[config.mk]
export PLATFORM = sky130hd
export DESIGN_NAME = note_draw_scheduler
export DESIGN_NICKNAME = d
export VERILOG_FILES = /design/src/rtl/note_draw_scheduler_pkg.sv /design/src/rtl/note_draw_scheduler_req_fifo.sv /design/src/rtl/note_draw_scheduler.sv
export SDC_FILE = /design/constraint.sdc
export NUM_CORES = 1
export LEC_CHECK = 0
export BUFFER_PORTS_ARGS = -buffer_cell sky130_fd_sc_hd__buf_2
export CELL_PAD_IN_SITES_DETAIL_PLACEMENT = 0
export CELL_PAD_IN_SITES_GLOBAL_PLACEMENT = 2
export CORE_UTILIZATION = 35
export CTS_BUF_LIST = sky130_fd_sc_hd__clkbuf_8
export CTS_CLUSTER_SIZE = 14
export DETAILED_ROUTE_END_ITERATION = 7
export GPL_TIMING_DRIVEN = 1
export PLACE_DENSITY_LB_ADDON = 0.1
export SKIP_LAST_GASP = 1
export SLEW_MARGIN = 20
export SYNTH_ARGS = -nofsm -noshare
export SYNTH_HDL_FRONTEND = slang
export SYNTH_SLANG_ARGS = --single-unit
[constraint.sdc]
create_clock -name clk -period 2.6 [get_ports clk]
set_clock_uncertainty 0.1 [all_clocks]
set_input_delay 0.13 -clock clk [delete_from_list [all_inputs] [get_ports clk]]
set_output_delay 0.13 -clock clk [all_outputs]
set_load 0.005 [all_outputs]
[src/rtl/note_draw_scheduler_pkg.sv]
// Shared definitions for the note-display draw scheduler: FSM states, note codes,
// screen geometry and the packed draw-request record.
package note_draw_scheduler_pkg;

  typedef enum logic [1:0] {
    S_INIT = 2'd0,
    S_IDLE = 2'd1,
    S_LOAD = 2'd2,
    S_WAIT = 2'd3
  } state_t;

  localparam logic [3:0] NOTE_BLANK = 4'd0;
  localparam logic [3:0] NOTE_A     = 4'd1;
  localparam logic [3:0] NOTE_AS    = 4'd2;
  localparam logic [3:0] NOTE_B     = 4'd3;
  localparam logic [3:0] NOTE_C     = 4'd4;
  localparam logic [3:0] NOTE_CS    = 4'd5;
  localparam logic [3:0] NOTE_D     = 4'd6;
  localparam logic [3:0] NOTE_DS    = 4'd7;
  localparam logic [3:0] NOTE_E     = 4'd8;
  localparam logic [3:0] NOTE_F     = 4'd9;
  localparam logic [3:0] NOTE_FS    = 4'd10;
  localparam logic [3:0] NOTE_G     = 4'd11;
  localparam logic [3:0] NOTE_GS    = 4'd12;

  localparam int SCREEN_W = 160;
  localparam int SCREEN_H = 120;
  localparam int GLYPH    = 12;

  localparam int DEF_DRAW_CYCLES = 900;
  localparam int DEF_INIT_CYCLES = 19300;

  typedef struct packed {
    logic [3:0] note;
    logic [1:0] octave;
    logic [7:0] x;
    logic [6:0] y;
    logic [2:0] colour;
  } req_t;

  // Codes above the last semitone have no glyph; draw them as a blank.
  function automatic logic [3:0] sanitize_note(input logic [3:0] n);
    return (n > NOTE_GS) ? NOTE_BLANK : n;
  endfunction

endpackage

[src/rtl/note_draw_scheduler_req_fifo.sv]
// Synchronous request FIFO (DEPTH x 24-bit draw records) with asynchronous active-low reset.
module req_fifo
  import note_draw_scheduler_pkg::*;
#(
  parameter int DEPTH = 4
) (
  input  logic                     clk,
  input  logic                     reset,
  input  logic                     push,
  input  logic                     pop,
  input  req_t                     din,
  output req_t                     dout,
  output logic                     full,
  output logic                     empty,
  output logic [$clog2(DEPTH):0]   count
);

  localparam int AW = $clog2(DEPTH);

  req_t            mem [DEPTH];
  logic [AW-1:0]   wr_ptr;
  logic [AW-1:0]   rd_ptr;
  logic            push_ok;
  logic            pop_ok;

  assign full    = (count == ($clog2(DEPTH)+1)'(DEPTH));
  assign empty   = (count == '0);
  assign push_ok = push && !full;
  assign pop_ok  = pop && !empty;
  assign dout    = mem[rd_ptr];

  // Storage carries no reset; only the pointers and occupancy define validity.
  always_ff @(posedge clk) begin
    if (push_ok) mem[wr_ptr] <= din;
  end

  always_ff @(posedge clk or negedge reset) begin
    if (!reset) begin
      wr_ptr <= '0;
      rd_ptr <= '0;
      count  <= '0;
    end else begin
      if (push_ok) wr_ptr <= wr_ptr + 1'b1;
      if (pop_ok)  rd_ptr <= rd_ptr + 1'b1;
      case ({push_ok, pop_ok})
        2'b10:   count <= count + 1'b1;
        2'b01:   count <= count - 1'b1;
        default: count <= count;
      endcase
    end
  end

endmodule

[src/rtl/note_draw_scheduler.sv]
// Queues note-glyph draw requests and feeds them one at a time to the draw engine,
// holding each request stable for the engine's full clear+draw pass.
module note_draw_scheduler
  import note_draw_scheduler_pkg::*;
#(
  parameter int DEPTH       = 4,
  parameter int LD_CYCLES   = 2,
  parameter int DRAW_CYCLES = DEF_DRAW_CYCLES,
  parameter int INIT_CYCLES = DEF_INIT_CYCLES,
  parameter int CNT_W       = 15
) (
  input  logic       clk,
  input  logic       reset,
  input  logic       req_valid,
  output logic       req_ready,
  input  logic [3:0] req_note,
  input  logic [1:0] req_octave,
  input  logic [7:0] req_x,
  input  logic [6:0] req_y,
  input  logic [2:0] req_colour,
  output logic [3:0] note,
  output logic [1:0] octave,
  output logic [7:0] x,
  output logic [6:0] y,
  output logic [2:0] colour_in,
  output logic       ld_note,
  output logic       busy
);

  localparam logic [CNT_W-1:0] INIT_LAST = CNT_W'(INIT_CYCLES - 1);
  localparam logic [CNT_W-1:0] LD_LAST   = CNT_W'(LD_CYCLES - 1);
  localparam logic [CNT_W-1:0] DRAW_LAST = CNT_W'(DRAW_CYCLES - 1);

  state_t                 state, state_nxt;
  logic [CNT_W-1:0]       cnt, cnt_nxt;
  logic                   ld_nxt;
  logic                   pop;
  logic                   fifo_full;
  logic                   fifo_empty;
  logic [$clog2(DEPTH):0] fifo_count;
  req_t                   push_req;
  req_t                   head;

  assign push_req = '{note:   sanitize_note(req_note),
                      octave: req_octave,
                      x:      req_x,
                      y:      req_y,
                      colour: req_colour};

  req_fifo #(.DEPTH(DEPTH)) u_req_fifo (
    .clk   (clk),
    .reset (reset),
    .push  (req_valid),
    .pop   (pop),
    .din   (push_req),
    .dout  (head),
    .full  (fifo_full),
    .empty (fifo_empty),
    .count (fifo_count)
  );

  assign req_ready = !fifo_full;
  assign busy      = !((state == S_IDLE) && (fifo_count == '0));

  always_comb begin
    state_nxt = state;
    cnt_nxt   = cnt;
    ld_nxt    = ld_note;
    pop       = 1'b0;
    case (state)
      S_INIT: begin
        if (cnt == INIT_LAST) begin
          state_nxt = S_IDLE;
          cnt_nxt   = '0;
        end else begin
          cnt_nxt = cnt + 1'b1;
        end
      end
      S_IDLE: begin
        if (!fifo_empty) begin
          pop       = 1'b1;
          ld_nxt    = 1'b1;
          state_nxt = S_LOAD;
          cnt_nxt   = '0;
        end
      end
      S_LOAD: begin
        if (cnt == LD_LAST) begin
          ld_nxt    = 1'b0;
          state_nxt = S_WAIT;
          cnt_nxt   = '0;
        end else begin
          cnt_nxt = cnt + 1'b1;
        end
      end
      S_WAIT: begin
        // The count starts on the first cycle ld_note is low.
        if (cnt == DRAW_LAST) begin
          state_nxt = S_IDLE;
          cnt_nxt   = '0;
        end else begin
          cnt_nxt = cnt + 1'b1;
        end
      end
      default: begin
        state_nxt = S_INIT;
        cnt_nxt   = '0;
        ld_nxt    = 1'b0;
      end
    endcase
  end

  always_ff @(posedge clk or negedge reset) begin
    if (!reset) begin
      state     <= S_INIT;
      cnt       <= '0;
      ld_note   <= 1'b0;
      note      <= '0;
      octave    <= '0;
      x         <= '0;
      y         <= '0;
      colour_in <= '0;
    end else begin
      state   <= state_nxt;
      cnt     <= cnt_nxt;
      ld_note <= ld_nxt;
      // Engine inputs move only when a new request is popped.
      if (pop) begin
        note      <= head.note;
        octave    <= head.octave;
        x         <= head.x;
        y         <= head.y;
        colour_in <= head.colour;
      end
    end
  end

endmodule
# == Word level (Yosys, flattened, before mapping) ==
# Memories as Yosys holds them, arrays and structs flattened. A register that Yosys moved wholly into a read port is not among the register bits.
# Index checks and enable logic that the tools add are counted.
# op_classes
mux,19
n_addsub,5
magnitude_cmp,1
div,0
n_mul,0
bitwise,0
eq_ne,13
shifts,0
n_reduce_logical,13
# ops
operator,count
two-way mux 15 bit,4
case mux 15 bit (4 select lines),1
"adder 15 x 1 -> 15 bit, second input constant",1
"equality test 15 x 1 -> 1 bit, second input constant",1
"equality test 15 x 10 -> 1 bit, second input constant",1
"equality test 15 bit, second input constant",1
two-way mux 2 bit,4
"!= test 2 bit, second input constant",4
case mux 2 bit (4 select lines),1
"equality test 2 bit, second input constant",3
two-way mux 1 bit,6
case mux 3 bit (2 select lines),1
"adder 2 x 1 -> 2 bit, second input constant",2
"equality test 2 x 1 -> 1 bit, second input constant",2
"> comparator 4 bit, second input constant",1
zero test 1 bit,4
two-way mux 4 bit,1
AND reduction 4 bit,1
nonzero test 2 bit,2
"adder 3 x 1 -> 3 bit, second input constant",1
"equality test 3 bit, second input constant",1
logical AND 1 bit,3
zero test 3 bit,1
AND reduction 3 bit,1
other kinds (3),3
# word_totals
latchBits,0
ramBits,96
out_inout_bits,27
inputBits,27
rom_bits,0
reg_bits,25
memories,1
# mem_list
name,depth,word_bits,rd,rd_clocked_by_memory_dff,wr,line,rtl
u_req_fifo.mem,4,24,1,1,1,note_draw_scheduler_req_fifo.sv:20,req_t mem [DEPTH];

# == Depth between registers and ports, before layout ==
# logic_depth
depth_word,6
mapped_depth,11

# == Hierarchy ==
# Synthesis repeated with hierarchy kept, for this count alone.
# unflattened
cells_unflattened,347
hier_area_um2,6057.1
# by_module_without_submodules
module,n_inst,cells_each,area_each_um2
req_fifo,1,163,3933.8
note_draw_scheduler,1,184,2123.3

# == Worst setup path before layout ==
# No wires, ideal clock.
# synth_path
kind,register -> register
startpoint,register u_req_fifo.count[1]
endpoint,register u_req_fifo.count[2]
t_arrival_ns,2.217
setup_time_ns,0.126
required_ns,2.374
stages_incl_launch_ff,10
slack_ns,0.157
period_less_slack_ns,2.443
path_cell_list,dfrtp_1 -> o31ai_2 -> clkinv_1 -> clkbuf_1 -> ha_1 -> inv_1 -> fa_1 -> xor2_1 -> nor2_1 -> xor2_1
# synth_via
elab_chain_len,6
elab_cells_between_ends,14
# synth_lines
item,line,rtl
start: declaration,note_draw_scheduler_req_fifo.sv:15,output logic [$clog2(DEPTH):0] count
start signal: assignment,note_draw_scheduler_req_fifo.sv:46,2'b10: count <= count + 1'b1;
start signal: assignment,note_draw_scheduler_req_fifo.sv:47,2'b01: count <= count - 1'b1;
start signal: assignment,note_draw_scheduler_req_fifo.sv:48,default: count <= count;
zero test 3 bit (*),note_draw_scheduler_req_fifo.sv:27,assign empty = (count == '0);
two-way mux 1 bit (*),note_draw_scheduler.sv:80,if (!fifo_empty) begin
two-way mux 1 bit (*),note_draw_scheduler.sv:70,case (state)
net pop,note_draw_scheduler.sv:37,logic pop;
logical AND 1 bit (*),note_draw_scheduler_req_fifo.sv:29,assign pop_ok = pop && !empty;
equality test 2 x 1 -> 1 bit / equality test 2 bit (equally long branches),note_draw_scheduler_req_fifo.sv:45,"case ({push_ok, pop_ok})"
case mux 3 bit (2 select lines) / nonzero test 2 bit (equally long branches),--,
# The timed path passes the listed nets; every way through them passes the cells marked *.
# A chain may end at the register's enable or synchronous reset.

# == Final worst setup path ==
# layout_path
startpoint,register u_req_fifo.count[0]
endpoint,register u_req_fifo.count[2]
# layout_via
elab_chain_len,6
elab_cells_between_ends,14
# layout_lines
item,line
zero test 3 bit,note_draw_scheduler_req_fifo.sv:27
two-way mux 1 bit,note_draw_scheduler.sv:80
two-way mux 1 bit,note_draw_scheduler.sv:70
logical AND 1 bit,note_draw_scheduler_req_fifo.sv:29
equality test 2 x 1 -> 1 bit / equality test 2 bit (equally long branches),note_draw_scheduler_req_fifo.sv:45
case mux 3 bit (2 select lines) / nonzero test 2 bit (equally long branches),--
# Several ways; a longest one is shown, not always the timed one.

==> results.json <==
{
  "die_area_mm2": 0.0176,
  "dr.first_iter.drc_count": 140,
  "synth.avg_cell_area_um2": 15.1,
  "cts_tree": "yes",
  "p_leak_nw": 2.91,
  "ff2ff_setup_slack_ns": 0.35,
  "diodes": 0,
  "cp_max_fo": 6,
  "hold_viol": 0,
  "path_common_cell": "inv_1",
  "dpl_worst_slack_ns": 0.358,
  "crit_arrival_ns": 2.51,
  "final.setup.worst_slack_ns": 0.353,
  "yosys-top-cells-area": "edfxtp_1 (48%), dfrtp_1 (21%), mux4_2 (9.1%)",
  "ys_async_sr_fraction_pct": 33.8,
  "yosysWarnings": 0,
  "cts_setup_buffers": 0,
  "grt_pass1_wl_um": 19700,
  "outcome": "completed",
  "gp_congestion": 0.790,
  "wl_per_cell_um": 16.8,
  "cpPeakStageDelay_ns": 0.45,
  "yosysTopAreaCell": "edfxtp_1",
  "wl_um": 12300,
  "grt.busiest_layer": "met2",
  "crit_required_ns": 2.86,
  "synth_enable_flop_cells": 96,
  "ys_top_cells_by_count": "edfxtp_1 (96), nand2_1 (90), dfrtp_1 (49)",
  "io_buffers": 53,
  "yosysMostFrequentCell": "edfxtp_1",
  "use_met3_pct": 4.02,
  "start_kind": "flip-flop",
  "setup_viol": 0,
  "slew_violations": 0,
  "reg2reg_to": "u_req_fifo.count[2]$_DFFE_PN0P_",
  "grtUsageTotal_pct": 15.2,
  "hold_buffers": 25,
  "hold_path_end": "u_req_fifo.mem[1][20]$_DFFE_PP_",
  "num_io_pins": 54,
  "antenna_found_initial": 0,
  "fmax_mhz": 445,
  "clk_pin_slew_worst_paths_ns": 0.09,
  "num_rows": 47,
  "min_period_ns": 2.25,
  "path_buf_inv": 3,
  "clock_path_buffers": 2,
  "relSlewSlack_pct": 58.4,
  "hp-start": "req_note[0]",
  "critPathSlowestCell": "dfrtp_1",
  "reg2reg_depth": 10,
  "fin_util_pct": 43.8,
  "drive_above_1_share_pct": 26.1,
  "ys_ff_latch": 145,
  "die_w_um": 133,
  "met1_usage_pct": 18.8,
  "critical_path_class": "reg -> reg",
  "crit_path_cell_trace": "inv_1, nand3_1, and2_1, inv_1, ha_1, inv_1, fa_1, xor2_1, nor2_1, xor2_1",
  "vias_per_cell": 4.74,
  "final_nets": 538,
  "grt_pass1_vias": 3619,
  "syn_nets": 438,
  "synthCells": 396,
  "use_met2_pct": 25.6,
  "yosys.area.top_type_share_pct": 48.4,
  "r2r-start": "u_req_fifo.count[0]$_DFFE_PN0P_",
  "clk_latency_ns": 0.44,
  "worstMarginPinSlew_ns": 0.618,
  "timing.max_cap.violations": 0,
  "ir_worst_vdd_uv": 541,
  "synth_ff_type": "edfxtp_1",
  "ant_nets": 0,
  "start_util_pct": 35.9,
  "fin_tns_setup_ns": 0,
  "crit_family": "simple AND/OR/NAND/NOR gates",
  "clkSinkCount": 145,
  "seq_area_frac_synth_pct": 68.9,
  "power_density_mw_per_mm2": 745,
  "via_count": 3455,
  "finalCritPeriodShare_pct": 86.4,
  "cts_root_buf": "clkbuf_8",
  "firstDrtPassIters": 4,
  "min_path_type": "in -> reg",
  "grt_max_degree": 27,
  "syn_area_mm2": 0.00596,
  "core_mm2": 0.0166,
  "cts_resized": 0,
  "endpoint_kind": "flip-flop",
  "overflow": 0,
  "die_h_um": 133,
  "drc_errors": 0,
  "htree_levels": 4,
  "syn2layout_area_growth_pct": 21.9,
  "cts_made_buffers": 17,
  "holdPathStages": 2,
  "dp_hpwl_um": 7720,
  "synth_cell_types": 43,
  "power_mw": 5.41,
  "rsz0062_at_grt": "no"
}
-- metal layers --
layer	up-vias	share of wire, %
met5	-	0
met4	0	1.3
met3	12	2.4
met2	46	51
met1	1756	45
li1	1641	-
-- cell type report --
| cell class | instances | area [um^2] |
|---|---|---|
| Timing Repair Buffer | 94 | 636 |
| Clock buffer | 17 | 234 |
| Fill cell | 1563 | 9320 |
| Tap cell | 220 | 275 |
| Inverter | 12 | 45.0 |
| Multi-Input combinational cell | 226 | 1760 |
| Clock inverter | 15 | 200 |
| Sequential cell | 145 | 4110 |
-- worst max path at each step --
stage | slack, ns | to | depth (start not counted) | startpoint
floorplan | 0.16 | u_req_fifo.count[2]$_DFFE_PN0P_ | 9 | u_req_fifo.count[1]$_DFFE_PN0P_
global placement | 0.40 | u_req_fifo.count[2]$_DFFE_PN0P_ | 10 | u_req_fifo.count[0]$_DFFE_PN0P_
detailed placement | 0.36 | u_req_fifo.count[2]$_DFFE_PN0P_ | 10 | u_req_fifo.count[0]$_DFFE_PN0P_
CTS | 0.30 | busy | 6 | state[1]$_DFFE_PN0P_
global route | 0.20 | u_req_fifo.count[2]$_DFFE_PN0P_ | 10 | u_req_fifo.count[0]$_DFFE_PN0P_
finish | 0.35 | u_req_fifo.count[2]$_DFFE_PN0P_ | 10 | u_req_fifo.count[0]$_DFFE_PN0P_
-- kinds of logic (layout without fill, tap and decap cells) --
logic type	count (synthesis)	in the layout	synth area share (%)
compound gates	21	21	2.69
xor+xnor	15	15	2.20
fa+ha+maj	15	15	3.27
buf+inv	25	138	1.64
flops	145	145	68.9
mux	26	26	9.49
simple gates	149	149	11.8
-- power breakdown --
part	internal, mW	total (mW)	switching, mW
clock	0.979	1.91	0.931
combinational	0.211	0.565	0.354
sequential	2.83	2.94	0.106
-- placed cells by master (no fill, tap or decap), types with 3 or more instances in the layout --
master         count
a21boi_0           5
dlygate4sd3_1     25
inv_6              3
edfxtp_1          96
nand3_1            9
nor3_1             4
clkbuf_8          17
xnor2_1            9
a21oi_1            3
inv_1             11
nor2_1            16
bufinv_16          3
nand4_1            4
clkinv_4           3
nand2_1           90
o221ai_1           3
and3_1             7
mux4_2            24
dfrtp_1           48
buf_2             53
xor2_1             6
and2_1             3
and4_1             3
ha_1              14
o21ai_0            3
buf_4             16
-- through the flow --
stage	hold slack (ns)	cells	instance area [um^2]
after detailed placement	0.0213	672	6580
after CTS	0.000733	729	7260
after global routing	0.00369	729	7260
after floorplan	-0.266	396	5960
final	0.0356	729	7260
after global placement	0.0151	672	6580
-- state kept, by name (all words and copies together) (netlist names) --
register and cells:
u_req_fifo.wr_ptr 2, u_req_fifo.mem 96, note 4, y 7, u_req_fifo.count 3, cnt 15, x 8, colour_in 3
ld_note 1, u_req_fifo.rd_ptr 2, octave 2, state 2
Power figures use the tool's default switching activity.
